File: src/rtl/corner_win_sequencer.sv
// Frame sequencer for a two-window corner detector. It streams one frame of pixels, then flushes
// the datapath with dummy pixels and presents the results in raster order under ready/valid handshakes.
module corner_win_sequencer #(
    parameter int imageW  = 200,
    parameter int imageH  = 200,
    parameter int pipeLat = 1,
    parameter int cntW    = 16
) (
    input  logic            pixClk,
    input  logic            rst,
    input  logic            start,
    input  logic            in_valid,
    output logic            in_ready,
    input  logic            out_ready,
    output logic            win_en,
    output logic            pix_zero,
    output logic            out_valid,
    output logic            out_mask,
    output logic [cntW-1:0] out_x,
    output logic [cntW-1:0] out_y,
    output logic            busy,
    output logic            frame_done
);

    // Datapath delay in window shifts: two window centres plus the adder-tree stages.
    localparam int D    = 2*imageW + 2 + pipeLat;
    localparam int NPIX = imageW * imageH;
    localparam int NTOT = NPIX + D;
    localparam int NW   = $clog2(NTOT + 1);

    localparam logic [NW-1:0]   N_LAST_PIX = NW'(NPIX - 1);
    localparam logic [NW-1:0]   N_LAST     = NW'(NTOT - 1);
    localparam logic [NW-1:0]   N_DELAY    = NW'(D);
    localparam logic [cntW-1:0] X_LAST     = cntW'(imageW - 1);
    localparam logic [cntW-1:0] X_HI       = cntW'(imageW - 3);
    localparam logic [cntW-1:0] Y_HI       = cntW'(imageH - 3);
    localparam logic [cntW-1:0] EDGE_LO    = cntW'(2);

    typedef enum logic [1:0] {
        S_IDLE,
        S_RUN,
        S_FLUSH,
        S_DRAIN
    } state_t;

    state_t          state;
    logic [NW-1:0]   n;
    logic [cntW-1:0] x_cnt;
    logic [cntW-1:0] y_cnt;
    logic            can_adv;
    logic            load_out;
    logic            next_mask;

    // The window may only shift when the output register is free or is being drained this cycle.
    assign can_adv = !out_valid || out_ready;

    // NOTE: every always_comb output gets a default first so no path leaves it unassigned (no latch).
    always_comb begin
        in_ready = 1'b0;
        win_en   = 1'b0;
        pix_zero = 1'b0;
        if (!rst) begin
            case (state)
                S_RUN: begin
                    in_ready = can_adv;
                    win_en   = in_valid && can_adv;
                end
                S_FLUSH: begin
                    win_en   = can_adv;
                    pix_zero = can_adv;
                end
                default: ;
            endcase
        end
    end

    // The first D shifts only prime the windows; every later shift yields one result.
    assign load_out  = win_en && (n >= N_DELAY);
    assign next_mask = (x_cnt < EDGE_LO) || (x_cnt > X_HI) ||
                       (y_cnt < EDGE_LO) || (y_cnt > Y_HI);

    assign busy = (state != S_IDLE);

    // NOTE: sequential state uses non-blocking assignments so every register samples pre-edge values.
    always_ff @(posedge pixClk) begin
        if (rst) begin
            state      <= S_IDLE;
            n          <= '0;
            x_cnt      <= '0;
            y_cnt      <= '0;
            out_valid  <= 1'b0;
            out_mask   <= 1'b0;
            out_x      <= '0;
            out_y      <= '0;
            frame_done <= 1'b0;
        end else begin
            frame_done <= 1'b0;

            case (state)
                S_IDLE: begin
                    if (start) begin
                        state <= S_RUN;
                        n     <= '0;
                        x_cnt <= '0;
                        y_cnt <= '0;
                    end
                end
                S_RUN: begin
                    if (win_en) begin
                        n <= n + 1'b1;
                        if (n == N_LAST_PIX) begin
                            state <= S_FLUSH;
                        end
                    end
                end
                S_FLUSH: begin
                    if (win_en) begin
                        n <= n + 1'b1;
                        if (n == N_LAST) begin
                            state <= S_DRAIN;
                        end
                    end
                end
                S_DRAIN: begin
                    if (can_adv) begin
                        state      <= S_IDLE;
                        frame_done <= 1'b1;
                    end
                end
                default: state <= S_IDLE;
            endcase

            // Result register: a refill wins over the clear that acceptance would cause.
            if (load_out) begin
                out_valid <= 1'b1;
                out_x     <= x_cnt;
                out_y     <= y_cnt;
                out_mask  <= next_mask;
                if (x_cnt == X_LAST) begin
                    x_cnt <= '0;
                    y_cnt <= y_cnt + 1'b1;
                end else begin
                    x_cnt <= x_cnt + 1'b1;
                end
            end else if (out_ready) begin
                out_valid <= 1'b0;
            end
        end
    end

endmodule

File: config.mk
export PLATFORM = sky130hd
export DESIGN_NAME = corner_win_sequencer
export DESIGN_NICKNAME = d
export VERILOG_FILES = /design/src/rtl/corner_win_sequencer.sv
export SDC_FILE = /design/constraint.sdc
export NUM_CORES = 1
export LEC_CHECK = 0
export ABC_AREA = 1
export CAP_MARGIN = 0
export CORE_MARGIN = 1.5
export CORE_UTILIZATION = 34
export DETAILED_ROUTE_END_ITERATION = 8
export SYNTH_ARGS = -nofsm -noshare
export SYNTH_HDL_FRONTEND = slang
export SYNTH_SLANG_ARGS = --single-unit
File: constraint.sdc
create_clock -name pixClk -period 2.5 [get_ports pixClk]
set_input_delay 0.375 -clock pixClk [delete_from_list [all_inputs] [get_ports pixClk]]
set_output_delay 0.375 -clock pixClk [all_outputs]
set_load 0.02 [all_outputs]
* After elaboration in Yosys (flattened, before gate mapping)
Cells that the tools add are included.
** Word-level totals
- Bits in registers :: 85
- Output and inout port bits :: 39
- Logic and storage cells :: 75
** Operators by class
- Add/sub/neg operators :: 3
- $lt $le $gt $ge :: 5
- Equal/unequal tests :: 13
- Mux-type cells :: 26
- Bitwise logic cells :: 1
- Reductions and logical operators :: 18
** Operator list (number)
- $mux 16 :: 9
- $add 16x1->16 const B :: 3
- $eq 16x16->1 const B :: 2
- $gt 16x8->1 const B :: 2
- $lt 16x2->1 const B :: 2
- $pmux 16 s2 :: 1
- $eq 16x8->1 const B :: 1
- $ge 16x9->1 const B :: 1
- $mux 2 :: 6
- $ne 2x2->1 const B :: 6
- $reduce_bool 2->1 :: 5
- $mux 1 :: 8
- $pmux 2 s4 :: 1
- $reduce_and 6->1 :: 1
- $eq 2x2->1 const B :: 2
- $logic_or 1x1->1 :: 4
- $reduce_or 2->1 :: 2
- $reduce_and 3->1 :: 1
- $eq 2x1->1 const B :: 1
- $logic_and 1x1->1 :: 2
- $logic_not 2->1 :: 1
- $ne 2x1->1 const B :: 1
- $pmux 1 s2 :: 1
- $reduce_and 2->1 :: 1
- other kinds (2) :: 2

* Longest topological paths before layout
Gate-level depths: netlist of run 1.
- Word-level depth :: 8
- Mapped depth :: 14

* Worst setup path after synthesis of run 1
Ideal clock, no wire load.
- Kind :: reg2out
- Start :: reg state[0]
- End :: out win_en
- Arrival time :: 1.376 ns
- Path slack :: 0.749 ns
- Cell stages (with the launch flop) :: 8
- Path buffers :: 1
- Cell sequence :: dfxtp_1 inv_1 ha_1 inv_1 nor2_8 nand2_4 inv_2 buf_2
** Between the ends
- Longest elaborated chain between the ends :: 3
** RTL lines
- from (decl) :: line 46 : state_t state;
- from (signal assigned) :: line 87 : state <= S_IDLE;
- from (signal assigned) :: line 102 : state <= S_RUN;
- from (signal assigned) :: line 112 : state <= S_FLUSH;
- $eq 2x2->1 or $eq 2x1->1 (tied branches) :: line 63 : case (state)
- $pmux 1 s2 (*) :: line 63
- $mux 1 (*) :: line 62 : if (!rst) begin
- to (decl) :: line 15 : output logic win_en,
Every way passes the cells marked *; elsewhere a longest branch is shown, timed or not.

* Worst setup path after layout of run 1
- Start :: reg state[1]
- End :: out win_en
The elaborated chain is that of the path after synthesis.

==> qor.csv, run 1 <==
metric,value,unit
"non-filler cells, final",950,
Clock transition at path regs,60,ps
Syn Nets,748,
clock tree buffer depth,2,
syn_area_per_cell,6.60,µm²
setup repair after global routing missed its margin,false,
crit path time final,2310,ps
Critical Path Source Type,flop,
first-pass GRT wire length,19400,µm
area grow syn2layout,17.6,%
post-cts repair resize count,1,
port bufs,43,
GRT Overall Usage,16.5,%
Setup Buffers After CTS,0,
clk_skew,7.93,ps
DRT iter0 DRCs,261,
fin nets,782,
CP Class,flop to primary output,
antenna violations before repair,0,
vias in the first global route,4002,
TritonRoute pass-1 iters,5,
status,finished clean,
Cell variety after synth,41,
row count,43,
max-slew violations,0,
vias,4466,
die area,14900,µm²
Post-Place Cells,934,
Peak VDD IR,316,µV
Via density,4.70,
Hold Path Class,flop to flop,
Final Hold Fails,0,
mean routed wirelength per cell,12.3,µm
Syn Inst Count,731,
MaxCap Viol Count,0,
synthesis warning total,0,
Remaining DRCs,0,
Max Clock Freq,433,MHz
Initial Utilization,34.8,%
setup violators final,0,
CTS tree,done,
sequential element share of the synthesized area,35.3,%
largest net degree at the start of global routing,46,
worst slew pin tran,422,ps
"critical path fanouts, max",6,
core region area,13900,µm²
"Data arrival, critical path",1930,ps
Die Wd,122,µm
CTS Sinks,85,
Pleak,2.20,nW
post-DP HPWL,8250,µm
CP Capture Type,primary output,
clk root buf,clkbuf_16,
fraction of layout cells with a size suffix above 1,7.27,%
setup TNS,0,ps
Routability Congestion,0.845,
clk_lat worst skew,350,ps
Post-Route WL,11700,µm
fin crit share,92.3,%
hold buffers post-CTS,0,
"antenna viol nets, final",0,
H-tree Lvls,3,
Slew headroom,71.9,%
Antenna Cells,0,
Power Density,610,nW/µm²
Critical Path RT,2120,ps
gr ovfl total,0,
number of top-level pins,44,
Num CTS Buffers,9,
Synth Register Bits,85,
area of the mapped netlist,4820,µm²
Chip Height,122,µm
state kept, by name, summed over array words and instances, names as in the netlist:
signal and count:
out_mask 1, y_cnt 16, x_cnt 16, out_y 16, state 2, out_x 16
frame_done 1, n 16, out_valid 1
cells by family after synthesis:
family,count (synthesis),share of synthesized area [%]
AO/OA/AOI/OAI,98,11.3
adder cells (fa/ha/maj),12,3.11
flip-flops,85,35.3
AND/OR/NAND/NOR,413,37.0
XOR/XNOR,15,2.72
buffers and inverters,108,10.6
metrics by stage:
| step | total power, mW | cell area (µm²) | utilization, % | setup slack, ps | hold slack (ps) |
|---|---|---|---|---|---|
| after floorplan | 1.96 | 4820 | - | 749 | 465 |
| final | 3.46 | 5670 | 40.9 | 192 | 466 |
| after global routing | 3.63 | 5670 | 40.9 | 81.2 | 504 |
| after detailed placement | 2.11 | 5370 | 38.7 | 183 | 461 |
| after CTS | 3.51 | 5670 | 40.9 | 168 | 471 |
| after global placement | 2.11 | 5370 | 38.7 | 189 | 458 |
per-layer routing:
layer  up-vias  GRT usage, %  part of all wire, %
li1       2391             -                    -
met1      1993          22.2                   50
met2        70          25.8                   45
met3        12          3.32                  3.8
met4         0          6.47                  1.8
met5         -             0                    0
where the power goes:
part | leakage (nW) | switching, mW | internal [mW]
logic | 1.37 | 0.463 | 0.211
registers | 0.685 | 0.0202 | 1.38
clock network | 0.147 | 0.599 | 0.788
path summary, 6_finish.rpt:
check	from	to	slack, ps	cells past startpoint
setup / recovery	state[1]	win_en	190	7
hold / removal	out_y[5]	out_y[5]	470	2
setup reg to reg	state[1]	out_y[1]	380	11
hold reg to reg	out_y[5]	out_y[5]	470	2
cells in the mapped netlist (all sizes together):
library cell	number	area share [%]
clkinv	2	0.26
nand3b	1	0.16
buf	20	3.6
nand2	172	14
a21boi	2	0.54
dfxtp	85	35
inv	76	5.9
o21ai	53	5.5
or2	1	0.13
ha	12	3.1
nor3	8	0.93
nand4	21	2.7
nor2	159	13
xnor2	1	0.18
clkbuf	10	0.80
a22oi	1	0.16
nor4	1	0.13
nand3	49	5.3
a21oi	36	4.2
nor3b	1	0.16
o21a	1	0.16
xor2	14	2.5
o31ai	1	0.16
o21bai	4	0.62
cell type report:
cell class,count,area (µm²)
Fill cell,1487,8210
Multi-Input combinational cell,538,2610
Tap cell,180,225
Clock buffer,9,225
Inverter,78,298
Clock inverter,7,81.3
Timing Repair Buffer,53,529
Sequential cell,85,1700
critical path, cell delays in order (launching register included):
cell and delay (ps):
dfxtp_1 370, inv_1 80, ha_1 270, inv_1 140
nor2_8 170, nand2_4 110, inv_2 110, dlygate4sd2_1 340
layout by cell type (no fill, tap or decap), types with 8 or more instances in the layout:
cell             instances
nand3_1                 48
dfxtp_1                 85
xor2_1                  14
buf_4                    8
a21oi_1                 32
nand2_1                161
nand2_2                  8
nand4_1                 21
clkdlybuf4s50_1         42
clkbuf_16                9
inv_1                   74
ha_1                    12
o21ai_1                 11
nor2_1                 151
o21ai_0                 42
(Power assumes the default switching activity.)
==> run 2: changes to the inputs <==
--- a/config.mk
+++ b/config.mk
@@ -10,6 +10,8 @@
 export CORE_MARGIN = 1.5
 export CORE_UTILIZATION = 34
 export DETAILED_ROUTE_END_ITERATION = 8
+export HOLD_SLACK_MARGIN = 0.05
+export PLACE_DENSITY = 0.51
 export SYNTH_ARGS = -nofsm -noshare
 export SYNTH_HDL_FRONTEND = slang
 export SYNTH_SLANG_ARGS = --single-unit
==> run 2 against run 1 <==
Compared with the run above:
- hold slack improved by 3.3 ps
- critical path depth fell by 2
- via count rose by 1.7%
- clock power rose by 4%
- die area did not move
- worst setup slack improved by 56 ps
- core utilization barely moved
- total power rose by 1.9%
- critical path type is now input port to primary output
- critical endpoint is now pix_zero
- largest power group is now clock
- highest routed layer unchanged
==> qor.csv, run 2 (same netlist as run 1, synthesis figures left out) <==
metric,value,unit,change
"antenna viol nets, final",0,,unchanged
Final Hold Fails,0,,unchanged
Chip Height,122,µm,unchanged
Hold Crit Endpoint,out_y[10],,
clk_lat worst skew,340,ps,about the same
Clock transition at path regs,60,ps,about the same
"critical path fanouts, max",4,,-2
Power Density,622,nW/µm²,+2.0%
MaxCap Viol Count,0,,unchanged
Hold Path Depth,2,,unchanged
"non-filler cells, final",949,,-0.11%
Initial Utilization,34.8,%,unchanged
Post-Route WL,12000,µm,+2.7%
antenna violations before repair,0,,unchanged
Storage cell area,1700,µm²,unchanged
number of top-level pins,44,,unchanged
most frequent cells in the layout,"nand2_1 (161), nor2_1 (151), dfxtp_1 (85)",,
fin crit share,90.1,%,-2.2 points
TritonRoute pass-1 iters,5,,unchanged
vias in the first global route,4199,,+4.9%
Hold Crit Start,out_y[10],,
post-cts repair resize count,1,,unchanged
Slew headroom,63.8,%,-8.1 points
Most common cell on crit path,clkdlybuf4s50_1,,
Peak VDD IR,245,µV,-22%
CTS Sinks,85,,unchanged
clock tree buffer depth,2,,unchanged
GRT Overall Usage,17.1,%,+0.63 points
mean routed wirelength per cell,12.6,µm,+2.8%
post-DP HPWL,8490,µm,+2.9%
Critical Path Source Type,input port,,
CTS tree,done,,
FF-to-FF path depth,10,,-1
"leading cell type in the layout, fill and taps excluded",nand2_1,,
H-tree Lvls,3,,unchanged
die area,14900,µm²,unchanged
Num CTS Buffers,9,,unchanged
Crit Reg-Reg Endpoint,out_y[0],,
Antenna Cells,0,,unchanged
max-slew violations,0,,unchanged
gr ovfl total,0,,unchanged
area grow syn2layout,17.5,%,about the same
Remaining DRCs,0,,unchanged
Hold Path Class,flop to flop,,
setup repair after global routing missed its margin,false,,
flop2flop setup slack,340,ps,-40 ps
placed inst area,5360,µm²,-0.23%
clk root buf,clkbuf_16,,
"Data arrival, critical path",1880,ps,-50 ps
first-pass GRT wire length,20300,µm,+4.5%
port bufs,43,,unchanged
Setup Buffers After CTS,0,,unchanged
slowest cell on the critical path,clkdlybuf4s50_1,,
Max Clock Freq,444,MHz,+2.5%
Post-Place Cells,934,,unchanged
hold slack,470,ps,+3.31 ps
multi-input logic area,2610,µm²,unchanged
setup violators final,0,,unchanged
largest net degree at the start of global routing,56,,+22%
Pleak,2.20,nW,about the same
fraction of layout cells with a size suffix above 1,7.02,%,-0.25 points
Critical Path RT,2120,ps,about the same
worst slew pin tran,542,ps,+121 ps
Final Cell Area,5670,µm²,about the same
status,finished clean,,
r2r startpoint,state[0],,
max incr delay on CP,600,ps,+230 ps
fin nets,782,,unchanged
row count,43,,unchanged
core region area,13900,µm²,unchanged
CP Capture Type,primary output,,
CP Class,input port to primary output,,
DRT iter0 DRCs,223,,-15%
Die Wd,122,µm,unchanged
clk_skew,10.2,ps,+2.22 ps
Routability Congestion,0.854,,+1.0%
setup TNS,0,ps,unchanged
critical path cell sequence,clkdlybuf4s50_1 -> inv_1 -> nand2_1 -> nor2_1 -> clkdlybuf4s50_1,,
Via density,4.78,,+1.8%
hold buffers post-CTS,0,,unchanged
crit path time final,2250,ps,-56.1 ps
fillcell total,1495,,+0.54%
vias,4540,,+1.7%
-- run 2: cell types whose count changed in the layout (fill, tap and decap cells not counted), sizes merged --
cell and change:
bufinv +1, clkinv -1, clkbuf +2, inv -3
-- run 2: how the worst max path moves through the flow --
stage / startpoint / cells past startpoint / to
3_3_place_gp: out_ready / 8 / win_en
4_1_cts: state[0] / 7 / win_en
2_1_floorplan: state[0] / 7 / win_en
3_5_place_dp: rst / 8 / out_y[0]
5_1_grt: state[1] / 10 / out_y[4]
6_report: rst / 5 / pix_zero
-- run 2: routing by layer --
layer | wire [µm] | GRT usage, % | vias up
li1 | - | - | 2383
met1 | 5900 | 23.2 | 2090
met2 | 5570 | 27.6 | 57
met3 | 368 | 2.72 | 10
met4 | 144 | 6.03 | 0
met5 | 0 | 0 | -
-- run 2: layout make-up --
class	instances	share of cell area, %
Multi-Input combinational cell	538	46.1
Sequential cell	85	30.0
Timing Repair Buffer	53	9.11
Inverter	78	5.25
Clock buffer	11	4.28
Tap cell	180	3.97
Clock inverter	4	1.28
-- run 2: power breakdown --
part,internal (mW),total [mW],switching (mW)
Combinational,0.224,0.686,0.462
Sequential,1.38,1.40,0.0199
Clock,0.896,1.44,0.546
Total,2.50,3.53,1.03
-- run 2: critical path, delay by kind of cell --
kind	cells	cell delay, ps
and+or+nand+nor	2	200
buffers and inverters	3	1300
-- run 2: stage by stage --
step	utilization, %	total power, mW	worst slack, ps
floorplan	-	1.96	749
global placement	38.6	2.12	165
detailed placement	38.6	2.13	85.0
CTS	40.9	3.58	220
global route	40.9	3.70	114
finish	40.9	3.53	248
==> run 3: changes to the inputs <==
--- a/config.mk
+++ b/config.mk
@@ -12,6 +12,8 @@
 export DETAILED_ROUTE_END_ITERATION = 8
 export HOLD_SLACK_MARGIN = 0.05
 export PLACE_DENSITY = 0.51
+export RECOVER_POWER = 50
+export REMOVE_ABC_BUFFERS = 1
 export SYNTH_ARGS = -nofsm -noshare
 export SYNTH_HDL_FRONTEND = slang
 export SYNTH_SLANG_ARGS = --single-unit
==> run 3 against run 2 <==
Compared with the run above:
- register-to-register slack barely moved
- cell count rose by 0.42%
- critical path depth did not move
- count of clock-buffer cells in the layout rose by 2
==> qor.csv, run 3 (same netlist as run 1, synthesis figures left out) <==
metric,value,unit,change
status,finished clean,,
post-route setup slack,96.4,ps,-152 ps
"leading cell type in the layout, fill and taps excluded",nand2_1,,
largest net degree at the start of global routing,39,,-30%
Remaining DRCs,0,,unchanged
clk_skew,9.75,ps,-0.409 ps
setup TNS,0,ps,unchanged
fraction of layout cells with a size suffix above 1,6.99,%,-0.036 points
Routability Congestion,0.865,,+1.3%
crit path time final,2400,ps,+152 ps
clk_lat worst skew,350,ps,about the same
Crit Reg-Reg Endpoint,out_x[0],,
Power Density,620,nW/µm²,-0.31%
number of top-level pins,44,,unchanged
port bufs,43,,unchanged
slowest cell on the critical path,dlygate4sd3_1,,
CP Class,input port to primary output,,
Peak VDD IR,331,µV,+35%
Final Hold Fails,0,,unchanged
post-cts repair resize count,1,,unchanged
Setup crit start,rst,,
Clock transition at path regs,60,ps,about the same
core region area,13900,µm²,unchanged
max incr delay on CP,720,ps,+120 ps
"critical path fanouts, max",5,,+1
DP Worst Slack,77.3,ps,-7.71 ps
setup violators final,0,,unchanged
hold buffers post-CTS,0,,unchanged
die area,14900,µm²,unchanged
Pwr Total,3.53,mW,+0.22%
Post-Route WL,12000,µm,+0.20%
"antenna viol nets, final",0,,unchanged
Die Wd,122,µm,unchanged
gr ovfl total,0,,unchanged
placed inst area,5390,µm²,+0.65%
antenna violations before repair,0,,unchanged
mean routed wirelength per cell,12.6,µm,-0.22%
worst slew pin tran,467,ps,-75.5 ps
Final Cell Area,5700,µm²,+0.53%
critical path cell sequence,dlygate4sd3_1 -> inv_1 -> nand2_1 -> nor2_1 -> clkdlybuf4s50_1,,
"Data arrival, critical path",2030,ps,+150 ps
Chip Height,122,µm,unchanged
FF-to-FF path depth,11,,+1
Crit path max-delay family,buffers and inverters,,
CP Buf/Inv Count,3,,unchanged
Initial Utilization,34.8,%,unchanged
vias,4529,,-0.24%
CTS tree,done,,
Slew headroom,68.8,%,+5.0 points
setup repair after global routing missed its margin,false,,
max-slew violations,0,,unchanged
fin crit share,96.1,%,+6.1 points
CTS Sinks,85,,unchanged
most frequent cells in the layout,"nand2_1 (163), nor2_1 (151), dfxtp_1 (85)",,
Pleak,2.34,nW,+6.3%
post-DP HPWL,8490,µm,-0.11%
CP Capture Type,primary output,,
vias in the first global route,4279,,+1.9%
fin nets,785,,+0.38%
first-pass GRT wire length,20400,µm,+0.55%
clk root buf,clkbuf_16,,
DRT iter0 DRCs,231,,+3.6%
H-tree Lvls,3,,unchanged
Post-Route Utilization,41.1,%,+0.22 points
row count,43,,unchanged
Critical Path Source Type,input port,,
TritonRoute pass-1 iters,5,,unchanged
Num CTS Buffers,9,,unchanged
GRT Overall Usage,17.3,%,+0.18 points
Critical Path RT,2120,ps,about the same
clock tree buffer depth,2,,unchanged
fillcell total,1495,,unchanged
r2r startpoint,state[0],,
MaxCap Viol Count,0,,unchanged
Stages on worst setup path,5,,unchanged
Setup crit end,pix_zero,,
Via density,4.75,,-0.66%
flop2flop setup slack,330,ps,about the same
Antenna Cells,0,,unchanged
Setup Buffers After CTS,0,,unchanged
area grow syn2layout,18.2,%,
Hold Path Class,flop to flop,,
Max Clock Freq,416,MHz,-6.3%
==> run 3: cell types whose count changed in the layout (fill, tap and decap cells not counted), moves of 2 or more <==
cell	before	now
nand2_1	161	163
clkbuf_2	0	3
clkdlybuf4s50_1	42	6
dlygate4sd3_1	0	36
==> run 3: cell type report <==
cell class              count  area (µm²)  share of cell area, %
multi-input cells         538        2600                   45.7
flip-flops and latches     85        1700                   29.9
repair buffers             56         544                   9.55
inverters                  78         298                   5.22
clock buffers              13         260                   4.57
well taps                 180         225                   3.95
clock inverters             3        67.6                   1.19
==> run 3: metrics by stage <==
stage	hold slack, ps	cells
6_report	462	953
5_1_grt	482	953
4_1_cts	471	953
3_5_place_dp	459	937
3_3_place_gp	453	937
2_1_floorplan	437	701
==> run 3: where the power goes <==
part	total [mW]	switching, mW	leakage (nW)	internal, mW
Sequential	1.40	0.0201	0.685	1.38
Combinational	0.650	0.454	1.50	0.196
Clock	1.48	0.554	0.156	0.931
Total	3.53	1.03	2.34	2.51
==> run 3: worst min path at each step <==
stage | start | endpoint | slack, ps | cells past startpoint
after floorplan | rst | x_cnt[4] | 440 | 1
after global placement | out_y[8] | out_y[8] | 450 | 2
after detailed placement | out_y[8] | out_y[8] | 460 | 2
after CTS | out_y[8] | out_y[8] | 470 | 2
after global routing | out_y[3] | out_y[3] | 480 | 2
final | out_y[8] | out_y[8] | 460 | 2
==> run 3: metal layers <==
metal	part of all wire [%]	up-vias	wire [µm]	global-route usage [%]
met5	0	-	0	0
met4	1.8	0	212	7.12
met3	3.6	16	431	3.51
met2	47	75	5630	28.0
met1	48	2046	5730	22.4
li1	-	2392	-	-
==> run 3: worst register-to-register path: stages (launching register included) <==
cell     delay, ps
dfxtp_1        370
inv_1           80
ha_1           270
inv_1          130
nor2_8         150
nand2_1        100
inv_1          130
buf_4          250
nand2_4        150
buf_12         200
o21ai_0        190
nor2_1          50
